$ cat config.mk
export PLATFORM = sky130hd
export DESIGN_NAME = loop_controller_flat
export DESIGN_NICKNAME = d
export VERILOG_FILES = /design/src/rtl/bf_pkg.sv /design/src/rtl/loop_controller_if.sv /design/src/rtl/loop_controller.sv /design/src/flat_wrapper.sv
export SDC_FILE = /design/constraint.sdc
export NUM_CORES = 1
export LEC_CHECK = 0
export ABC_AREA = 1
export BUFFER_PORTS_ARGS = -buffer_cell sky130_fd_sc_hd__buf_2
export CAP_MARGIN = 20
export CORE_AREA = 2 2 71 73
export DETAILED_ROUTE_END_ITERATION = 6
export DIE_AREA = 0 0 73 75
export PLACE_DENSITY = 0.69
export SLEW_MARGIN = 5
export SYNTH_ARGS = -nofsm -noshare
export SYNTH_HDL_FRONTEND = slang
export SYNTH_SLANG_ARGS = --single-unit
$ cat constraint.sdc
create_clock -name clk -period 3.6 [get_ports clk]
set_clock_uncertainty 0.2 [all_clocks]
set_input_delay 0.54 -clock clk [delete_from_list [all_inputs] [get_ports clk]]
set_output_delay 0.54 -clock clk [all_outputs]
set_load 0.05 [all_outputs]
$ cat src/rtl/bf_pkg.sv
// bf_pkg: shared brainfuck core constants, opcodes and loop-controller state type
package bf_pkg;
  localparam int ADDR_W = 10;
  localparam logic [7:0] OP_LOOP_OPEN  = 8'h5B;
  localparam logic [7:0] OP_LOOP_CLOSE = 8'h5D;
  localparam logic [7:0] OP_INC        = 8'h2B;
  localparam logic [7:0] OP_DEC        = 8'h2D;
  localparam logic [7:0] OP_RIGHT      = 8'h3E;
  localparam logic [7:0] OP_LEFT       = 8'h3C;
  localparam logic [7:0] OP_OUT        = 8'h2E;
  localparam logic [7:0] OP_IN         = 8'h2C;
  typedef enum logic [2:0] {RUN, SKIP, POP, WAIT, LOAD, ERR} loop_state_t;
endpackage

$ cat src/rtl/loop_controller_if.sv
// loop_controller_if: fetch/decode, execute and loop-stack signals of the loop controller
interface loop_controller_if #(parameter int ADDR_W = bf_pkg::ADDR_W);
  logic              instr_valid;
  logic [7:0]        instr;
  logic [ADDR_W-1:0] instr_pc;
  logic              instr_ready;
  logic              cell_zero;
  logic              skip;
  logic              pc_load;
  logic [ADDR_W-1:0] pc_target;
  logic              stk_push;
  logic              stk_pop;
  logic [ADDR_W-1:0] stk_addr_out;
  logic [ADDR_W-1:0] stk_addr_in;
  logic              err;
  modport master (
    output instr_valid, instr, instr_pc, cell_zero, stk_addr_in,
    input  instr_ready, skip, pc_load, pc_target, stk_push, stk_pop, stk_addr_out, err
  );
  modport slave (
    input  instr_valid, instr, instr_pc, cell_zero, stk_addr_in,
    output instr_ready, skip, pc_load, pc_target, stk_push, stk_pop, stk_addr_out, err
  );
endinterface

$ cat src/rtl/loop_controller.sv
// loop_controller: pushes/pops loop addresses, redirects fetch on ']' and skips zero-cell loops
module loop_controller
  import bf_pkg::*;
#(
  parameter int ADDR_W = bf_pkg::ADDR_W,
  parameter int DEPTH  = 32
) (
  input logic clk,
  input logic rst,
  loop_controller_if.slave bus
);
  localparam int CW = $clog2(DEPTH) + 1;
  localparam logic [CW-1:0] DMAX = CW'(DEPTH);
  loop_state_t state_q, state_d;
  logic [CW-1:0] depth_q, depth_d, nest_q, nest_d;
  logic push_q, push_d, pop_q, pop_d, load_q, load_d, skip_q, err_q;
  logic [ADDR_W-1:0] addr_q, addr_d, target_q, target_d;
  logic acc, is_open, is_close;
  assign bus.instr_ready  = (state_q == RUN) || (state_q == SKIP);
  assign bus.skip         = skip_q;
  assign bus.err          = err_q;
  assign bus.stk_push     = push_q;
  assign bus.stk_pop      = pop_q;
  assign bus.stk_addr_out = addr_q;
  assign bus.pc_load      = load_q;
  assign bus.pc_target    = target_q;
  assign acc      = bus.instr_valid & bus.instr_ready;
  assign is_open  = acc & (bus.instr == OP_LOOP_OPEN);
  assign is_close = acc & (bus.instr == OP_LOOP_CLOSE);
  always_comb begin
    state_d  = state_q;
    depth_d  = depth_q;
    nest_d   = nest_q;
    push_d   = 1'b0;
    pop_d    = 1'b0;
    load_d   = 1'b0;
    addr_d   = addr_q;
    target_d = target_q;
    case (state_q)
      RUN: begin
        if (is_open) begin
          if (bus.cell_zero) begin
            state_d = SKIP;
            nest_d  = CW'(1);
          end else if (depth_q == DMAX) begin
            state_d = ERR;
          end else begin
            push_d  = 1'b1;
            addr_d  = bus.instr_pc;
            depth_d = depth_q + CW'(1);
          end
        end else if (is_close) begin
          if (depth_q == '0) begin
            state_d = ERR;
          end else begin
            pop_d   = 1'b1;
            depth_d = depth_q - CW'(1);
            state_d = bus.cell_zero ? RUN : POP;
          end
        end
      end
      SKIP: begin
        if (is_open) begin
          state_d = (nest_q == DMAX) ? ERR : SKIP;
          nest_d  = (nest_q == DMAX) ? nest_q : nest_q + CW'(1);
        end else if (is_close) begin
          nest_d  = nest_q - CW'(1);
          state_d = (nest_q == CW'(1)) ? RUN : SKIP;
        end
      end
      POP: state_d = WAIT;
      WAIT: begin
        load_d   = 1'b1;
        target_d = bus.stk_addr_in;
        state_d  = LOAD;
      end
      LOAD: state_d = RUN;
      default: state_d = ERR;
    endcase
  end
  always_ff @(posedge clk) begin
    if (rst) begin
      state_q  <= RUN;
      depth_q  <= '0;
      nest_q   <= '0;
      push_q   <= 1'b0;
      pop_q    <= 1'b0;
      load_q   <= 1'b0;
      skip_q   <= 1'b0;
      err_q    <= 1'b0;
      addr_q   <= '0;
      target_q <= '0;
    end else begin
      state_q  <= state_d;
      depth_q  <= depth_d;
      nest_q   <= nest_d;
      push_q   <= push_d;
      pop_q    <= pop_d;
      load_q   <= load_d;
      skip_q   <= (state_d == SKIP);
      err_q    <= (state_d == ERR);
      addr_q   <= addr_d;
      target_q <= target_d;
    end
  end
endmodule

$ cat src/flat_wrapper.sv
// flat-port wrapper written by rule: the top's interface ports become plain ports
module loop_controller_flat import bf_pkg::*;
#(
  parameter int ADDR_W = bf_pkg::ADDR_W,
  parameter int DEPTH  = 32
)
  (clk, rst, bus_instr_valid, bus_instr, bus_instr_pc, bus_cell_zero, bus_stk_addr_in, bus_instr_ready, bus_skip, bus_pc_load, bus_pc_target, bus_stk_push, bus_stk_pop, bus_stk_addr_out, bus_err);
  loop_controller_if #(.ADDR_W(ADDR_W)) bus_i ();
  input logic clk;
  input logic rst;
  input wire logic [$bits(bus_i.instr_valid)-1:0] bus_instr_valid;
  input wire logic [$bits(bus_i.instr)-1:0] bus_instr;
  input wire logic [$bits(bus_i.instr_pc)-1:0] bus_instr_pc;
  input wire logic [$bits(bus_i.cell_zero)-1:0] bus_cell_zero;
  input wire logic [$bits(bus_i.stk_addr_in)-1:0] bus_stk_addr_in;
  output wire logic [$bits(bus_i.instr_ready)-1:0] bus_instr_ready;
  output wire logic [$bits(bus_i.skip)-1:0] bus_skip;
  output wire logic [$bits(bus_i.pc_load)-1:0] bus_pc_load;
  output wire logic [$bits(bus_i.pc_target)-1:0] bus_pc_target;
  output wire logic [$bits(bus_i.stk_push)-1:0] bus_stk_push;
  output wire logic [$bits(bus_i.stk_pop)-1:0] bus_stk_pop;
  output wire logic [$bits(bus_i.stk_addr_out)-1:0] bus_stk_addr_out;
  output wire logic [$bits(bus_i.err)-1:0] bus_err;
  assign bus_i.instr_valid = bus_instr_valid;
  assign bus_i.instr = bus_instr;
  assign bus_i.instr_pc = bus_instr_pc;
  assign bus_i.cell_zero = bus_cell_zero;
  assign bus_i.stk_addr_in = bus_stk_addr_in;
  assign bus_instr_ready = bus_i.instr_ready;
  assign bus_skip = bus_i.skip;
  assign bus_pc_load = bus_i.pc_load;
  assign bus_pc_target = bus_i.pc_target;
  assign bus_stk_push = bus_i.stk_push;
  assign bus_stk_pop = bus_i.stk_pop;
  assign bus_stk_addr_out = bus_i.stk_addr_out;
  assign bus_err = bus_i.err;
  loop_controller #(.ADDR_W(ADDR_W), .DEPTH(DEPTH)) u_core (.clk(clk), .rst(rst), .bus(bus_i));
endmodule
=== Yosys cells after proc, flatten, opt, wreduce, memory -nomap -nowiden ===
Cells that the tools add are included.

* Output and inout port bits: 26
* Memory bits (writable): 0
* Word-level logic and storage cells: 75
* Latch bits: 0
* Memories kept: 0
* ROM bits: 0
* Bits in registers: 40
* Input port bits: 32

* $add $sub $neg: 4
* $mul: 0
* Bitwise operators: 8
* Eq/ne operators: 18
* Divide/modulo/power cells: 0
* Reduce and logical (&&, ||, !) cells: 10
* Mux-type cells: 25
* Order comparisons: 0
* Shift-type cells: 0

{| class="wikitable"
|+ Operators with widths
! cell !! count
|-
| 6-bit two-way mux || 10
|-
| 3-bit two-way mux || 8
|-
| 8-bit by 7-bit equality test with 1-bit output (second input constant) || 2
|-
| 3-bit case mux with 5 select lines || 1
|-
| 6-bit by 1-bit adder with 6-bit output (second input constant) || 2
|-
| 6-bit equality test (second input constant) || 2
|-
| 6-bit case mux with 2 select lines || 1
|-
| 6-bit by 1-bit subtractor with 6-bit output (second input constant) || 2
|-
| 5-bit AND reduction || 2
|-
| 4-bit OR reduction || 2
|-
| 3-bit by 1-bit equality test with 1-bit output (second input constant) || 2
|-
| 3-bit by 2-bit equality test with 1-bit output (second input constant) || 2
|-
| 3-bit equality test (second input constant) || 2
|-
| 6-bit by 1-bit equality test with 1-bit output (second input constant) || 1
|-
| 6-bit logical NOT || 1
|-
| 2-bit inequality test (second input constant) || 3
|-
| 1-bit inverter || 5
|-
| 1-bit two-way mux || 4
|-
| 2-bit by 1-bit inequality test with 1-bit output (second input constant) || 2
|-
| 4-bit AND reduction || 1
|-
| 2-bit nonzero test || 2
|-
| 1-bit bitwise AND || 3
|-
| 3-bit logical NOT || 1
|-
| 3-bit by 1-bit inequality test with 1-bit output (second input constant) || 1
|-
| other kinds (3) || 3
|}

=== Depth between registers and ports, before layout ===
* Depth in word-level cells: 8
* Depth in mapped cells: 16
* Mapped depth without buffers: 16

=== Worst setup path after synthesis ===
OpenSTA, ideal clock, no wires.

* Path kind: input to register
* From: input bus_instr[2]
* To: register u_core.depth_q[5]
* Arrival time: 1.946 ns
* Required time: 3.291 ns
* Stages on the path: 14
* Path buffers: 1
* Setup time: 0.109 ns
* Setup slack: 1.345 ns
* Cell sequence: inv_1 > nand2_1 > nor2_2 > nand3_4 > buf_2 > ha_1 > a21oi_1 > o21ai_0 > inv_1 > nand2_1 > nand2_1 > nand3_1 > nand2_1 > inv_1

* Longest elaborated chain between the ends: 4
* Elaborated cells between the ends (all ways): 10
* Those cells by class: eq/ne: 5; mux: 1; bitwise: 2; reduce/logical: 2

{| class="wikitable"
|+ RTL lines
! what !! RTL line !! source
|-
| start: declaration || flat_wrapper.sv:12 || <nowiki>input wire logic [$bits(bus_i.instr)-1:0] bus_instr;</nowiki>
|-
| 8-bit by 7-bit equality test with 1-bit output (on tied branches) || loop_controller.sv:28, loop_controller.sv:29 ||
|-
| 1-bit bitwise AND (on tied branches) || loop_controller.sv:28, loop_controller.sv:29 ||
|-
| 2-bit inequality test (no line), or another cell as far along || n/a ||
|-
| 5-bit AND reduction (no line) || n/a ||
|-
| end signal: assignment || loop_controller.sv:95 || <nowiki>depth_q <= depth_d;</nowiki>
|-
| end: declaration || loop_controller.sv:15 || <nowiki>logic [CW-1:0] depth_q, depth_d, nest_q, nest_d;</nowiki>
|}

Parallel ways exist; a longest one is shown, timed or not.
A chain may end at the register's enable or synchronous reset.

=== Worst setup path after layout ===
* From: register u_core.state_q[2]
* To: register u_core.depth_q[5]

* Longest elaborated chain between the ends: 6
* Elaborated cells between the ends (all ways): 12
* Those cells by class: eq/ne: 4; mux: 1; bitwise: 3; reduce/logical: 4

{| class="wikitable"
|+ RTL lines
! what !! RTL line !! source
|-
| start: declaration || loop_controller.sv:14 || <nowiki>loop_state_t state_q, state_d;</nowiki>
|-
| start signal: assignment || loop_controller.sv:94 || <nowiki>state_q <= state_d;</nowiki>
|-
| 3-bit by 1-bit equality test with 1-bit output or 3-bit logical NOT (tied branches) || loop_controller.sv:19, loop_controller.sv:39 ||
|-
| 1-bit logical OR || loop_controller.sv:19 || <nowiki>assign bus.instr_ready = (state_q == RUN) || (state_q == SKIP);</nowiki>
|-
| 1-bit bitwise AND || loop_controller.sv:27 || <nowiki>assign acc = bus.instr_valid & bus.instr_ready;</nowiki>
|-
| 1-bit bitwise AND (on tied branches) || loop_controller.sv:28, loop_controller.sv:29 ||
|-
| 2-bit inequality test (no line), or another cell as far along || n/a ||
|-
| 5-bit AND reduction (no line) || n/a ||
|}

Parallel ways exist; a longest one is shown, timed or not.

==> results.md <==
- The synthesized area per cell is 6.926 sq um.
- The number of enable-type register cells in the synthesized netlist is 0.
- The standard cell area after detailed placement is 2389 sq um.
- Among the stages of the critical path, the cell type that occurs most often is sky130_fd_sc_hd__inv_1.
- For the pin with the worst max-slew slack, the measured transition is 0.6200 ns.
- The I/O pin total is 58.
- In this design, the stage delay of the slowest critical-path cell is 0.41 ns.
- After detailed routing, the number of remaining DRC violations is 0.
- The power density relative to cell area is 344.3 nW/um^2.
- The repair_antennas step left the layout with diodes totalling 0.
- The Yosys step of the flow raised 0 warnings.
- The cell row count is 25.
- The number of antenna violations at the first check in global routing is 0.
- The data arrival time of the critical path is 2.16 ns.
- In the final design database the tool counted 394 nets.
- Setup violations remaining at the end of the flow were counted as 0.
- After legalization and detailed placement, the total HPWL measured 3310 um.
- CTS saw 40 sinks.
- The CTS tree is built.
- The mapped netlist covers 2071 sq um.
- The wire length of the first global-routing pass is 7679 um.
- The cell count after synthesis came out at 299.
- In the synthesized netlist the async set-or-reset flop fraction comes to 0%.
- The buffers inserted during post-CTS setup optimization is 0.
- The core box area is 4661 sq um.
- The maximum number of pins on one net before global-route repair is 20.
- The start-to-end type of the worst setup path is flip-flop to flip-flop.
- The share of post-route cells with drive strength above 1 is 25.56%.
- The H-tree generated during clock tree synthesis spans 2 levels.
- The run finished with clean final reports.
- The most used flip-flop cell after synthesis is sky130_fd_sc_hd__dfxtp_1.
- The number of gates resized after CTS was 0.
- For the worst setup path, the data required time is 3.61 ns.
- Routability-driven placement finished with a final weighted congestion of 0.8526.
- The analysis attributes to cell leakage a power of 1.288 nW.
- The worst pin sits at a relative slew slack of 58.52%.
- The routed length per placed instance is 10.93 um.
- Setup total negative slack on the finished layout was measured at 0 ns.
- Global routing used 17.80% of the available tracks across all layers.
- The first TritonRoute pass finished after 4 iterations.
- The post-synth net total is 338.
- The sequential share of the synthesized area is 38.67%.
- The number of max-slew violations in the final report is 0.
- The clock passes through at most 2 buffers.
- The highest fanout seen on the critical path is 19.
- The area of the die is 5475 sq um.
- The number of buffers inserted by hold repair at cts is 0.
- The worst path in the final design needs a cycle of 2.148 ns, including I/O delays and setup.
- The worst-case vdd ir drop is 0.2486 mV.
- The number of hold violations in the final report is 0.
- The clock latency on the worst-skew pair is 0.30 ns.
- After the first detailed-routing iteration, the DRC count stood at 127.
- The overall via count from detail_route is 1987.
- In this run the vertical extent of the chip is 75 um.
- The area overhead of the layout relative to synthesis is 20.91%.
- Yosys mapped the design onto 33 distinct sky130hd cell types.
- Setup repair after global routing left no endpoint under its margin.
- The root buffer selected by CTS is sky130_fd_sc_hd__clkbuf_8.
- The final global-route overflow total is 0.
- Once the floorplan was initialized, standard cells occupied 44.43% of the core.
- Once layout is done, the placed cells without fillers occupy 2504 sq um.
- Counting flops and latches in the post-synthesis netlist gives 40.
- The type of origin of the critical path is a flip-flop.
- The worst hold path belongs to the class input port to flip-flop.
- The peak clock frequency supported by timing is 0.4657 GHz.
- The count of antenna-violating nets left after detailed routing is 0.
- The width of the die is 73 um.
- The via count of the first global-routing pass is 1818.
- The slowest stage of the critical path belongs to the cell sky130_fd_sc_hd__ha_1.
- The clock transition at the register clock pins on the worst setup and hold paths after CTS is 0.09 ns.
- The worst setup path is captured at a flip-flop.
- The final clock period utilization by the worst path is 59.65%.
- Traced cell by cell, the critical path runs through inv_1 > nand2_2 > nor2_2 > nand3_4 > ha_1 > nand2_1 > o21ai_0 > inv_1 > nand3_1 > nand3_1 > nand2_1 > inv_1.
- The number of maximum-capacitance constraint violations is 0.
- In this run, CTS created clock tree buffers numbering 5.
- During placement, the flow inserted port buffers numbering 57.
- The number of fillers in the final layout is 469.
- Dividing the detail-routed via count by the number of cells gives 4.846.
- The final wirelength is 4480 um.
-- flip-flops by register name, indices dropped and copies added (netlist names), 3 cells and up --
register and cells:
u_core.depth_q 6, u_core.nest_q 6, u_core.state_q 3, u_core.bus.pc_target 10
u_core.bus.stk_addr_out 10
-- logic make-up after synthesis --
group	count (synthesis)	share of synthesized area, %
AOI/OAI and AO/OA	49	12.75
and+or+nand+nor	153	33.90
adders and majority gates	7	4.229
buffers and inverters	46	8.761
DFF	40	38.67
xor gates and xnor gates	4	1.692
-- synth_stat cells (2+ instances only) --
master	instances	area share, %
sky130_fd_sc_hd__xor2_1	4	1.7
sky130_fd_sc_hd__o21ai_0	28	6.8
sky130_fd_sc_hd__o31ai_1	2	0.72
sky130_fd_sc_hd__nand2_1	41	7.4
sky130_fd_sc_hd__nor2_1	64	12
sky130_fd_sc_hd__o21ai_1	2	0.48
sky130_fd_sc_hd__a21oi_1	12	2.9
sky130_fd_sc_hd__nand3_1	19	4.6
sky130_fd_sc_hd__nor3_1	5	1.2
sky130_fd_sc_hd__inv_2	3	0.54
sky130_fd_sc_hd__nor2_2	5	1.5
sky130_fd_sc_hd__nand3_2	2	0.97
sky130_fd_sc_hd__dfxtp_1	40	39
sky130_fd_sc_hd__clkbuf_1	7	1.3
sky130_fd_sc_hd__inv_1	33	6.0
sky130_fd_sc_hd__nand4_1	3	0.91
sky130_fd_sc_hd__or2_2	2	0.60
sky130_fd_sc_hd__ha_1	7	4.2
sky130_fd_sc_hd__nand2_2	6	1.8
-- layout by cell type (no fill, tap or decap), types with 2 or more instances in the layout --
cell,netlist,layout
sky130_fd_sc_hd__nand3_2,2,2
sky130_fd_sc_hd__nor2_2,5,5
sky130_fd_sc_hd__xor2_1,4,4
sky130_fd_sc_hd__inv_1,33,33
sky130_fd_sc_hd__nand4_1,3,3
sky130_fd_sc_hd__a21oi_1,12,12
sky130_fd_sc_hd__nand2_1,41,41
sky130_fd_sc_hd__o21ai_0,28,28
sky130_fd_sc_hd__ha_1,7,7
sky130_fd_sc_hd__or2_2,2,2
sky130_fd_sc_hd__dfxtp_1,40,40
sky130_fd_sc_hd__buf_2,1,57
sky130_fd_sc_hd__o21ai_1,2,2
sky130_fd_sc_hd__o31ai_1,2,2
sky130_fd_sc_hd__nand2_2,6,6
sky130_fd_sc_hd__nand3_1,19,19
sky130_fd_sc_hd__nor3_1,5,5
sky130_fd_sc_hd__inv_2,3,3
sky130_fd_sc_hd__nor2_1,64,64
sky130_fd_sc_hd__clkbuf_8,0,5
-- path summary, 6_finish.rpt --
path,end,slack [ns],cells past startpoint,startpoint
worst max-delay path,u_core.depth_q[5]$_SDFFE_PP0P_,1.45,12,u_core.state_q[2]$_SDFF_PP0_
worst min register to register,u_core.bus.stk_addr_out[9]$_SDFFE_PP0P_,0.28,2,u_core.bus.stk_addr_out[9]$_SDFFE_PP0P_
worst max register to register,u_core.depth_q[5]$_SDFFE_PP0P_,1.45,12,u_core.state_q[2]$_SDFF_PP0_
worst min-delay path,u_core.bus.pc_target[7]$_SDFFE_PP0P_,0.26,3,bus_stk_addr_in[7]
-- layout make-up --
cell class,instances,area [sq um],area share [%]
Multi-Input combinational cell,213,1089,43.48
Sequential cell,40,800.8,31.98
Timing Repair Buffer,58,292.8,11.69
Inverter,37,138.9,5.547
Clock buffer,5,68.82,2.749
Tap cell,54,67.56,2.699
Clock inverter,3,46.29,1.849
-- metal layers --
| layer | share of wire [%] | wire length, um | vias up | global-route usage [%] |
|---|---|---|---|---|
| li1 | - | - | 1064 | - |
| met1 | 49 | 2193 | 861 | 22.63 |
| met2 | 43 | 1909 | 57 | 28.43 |
| met3 | 7.0 | 312 | 5 | 5.221 |
| met4 | 1.5 | 65 | 0 | 7.202 |
| met5 | 0 | 0 | - | 0 |
-- stage by stage --
step | setup slack (ns) | power [mW] | std cells | hold WS (ns) | util, %
4_1_cts | 1.423 | 0.8699 | 410 | 0.2513 | 53.72
5_1_grt | 1.219 | 0.8925 | 410 | 0.2713 | 53.72
2_1_floorplan | 1.345 | 0.4721 | 299 | 0.2712 | -
3_3_place_gp | 1.197 | 0.4928 | 402 | 0.2637 | 51.25
6_report | 1.452 | 0.8619 | 410 | 0.2557 | 53.72
3_5_place_dp | 1.129 | 0.4932 | 402 | 0.2710 | 51.25
-- critical path, delay by kind of cell (launching register included) --
family	cells	cell delay, ns
compound gates	1	0.15
fa+ha+maj	1	0.41
buf+inv	3	0.20
flops	1	0.37
simple gates	7	0.73
-- where the power goes --
part           total, mW  switching, mW  internal, mW  leakage (nW)
clock network      0.379          0.171         0.209        0.0548
registers          0.443       0.000313         0.442         0.322
logic             0.0398         0.0212        0.0187         0.911
total              0.862          0.192         0.670          1.29
Power figures use the tool's default switching activity.
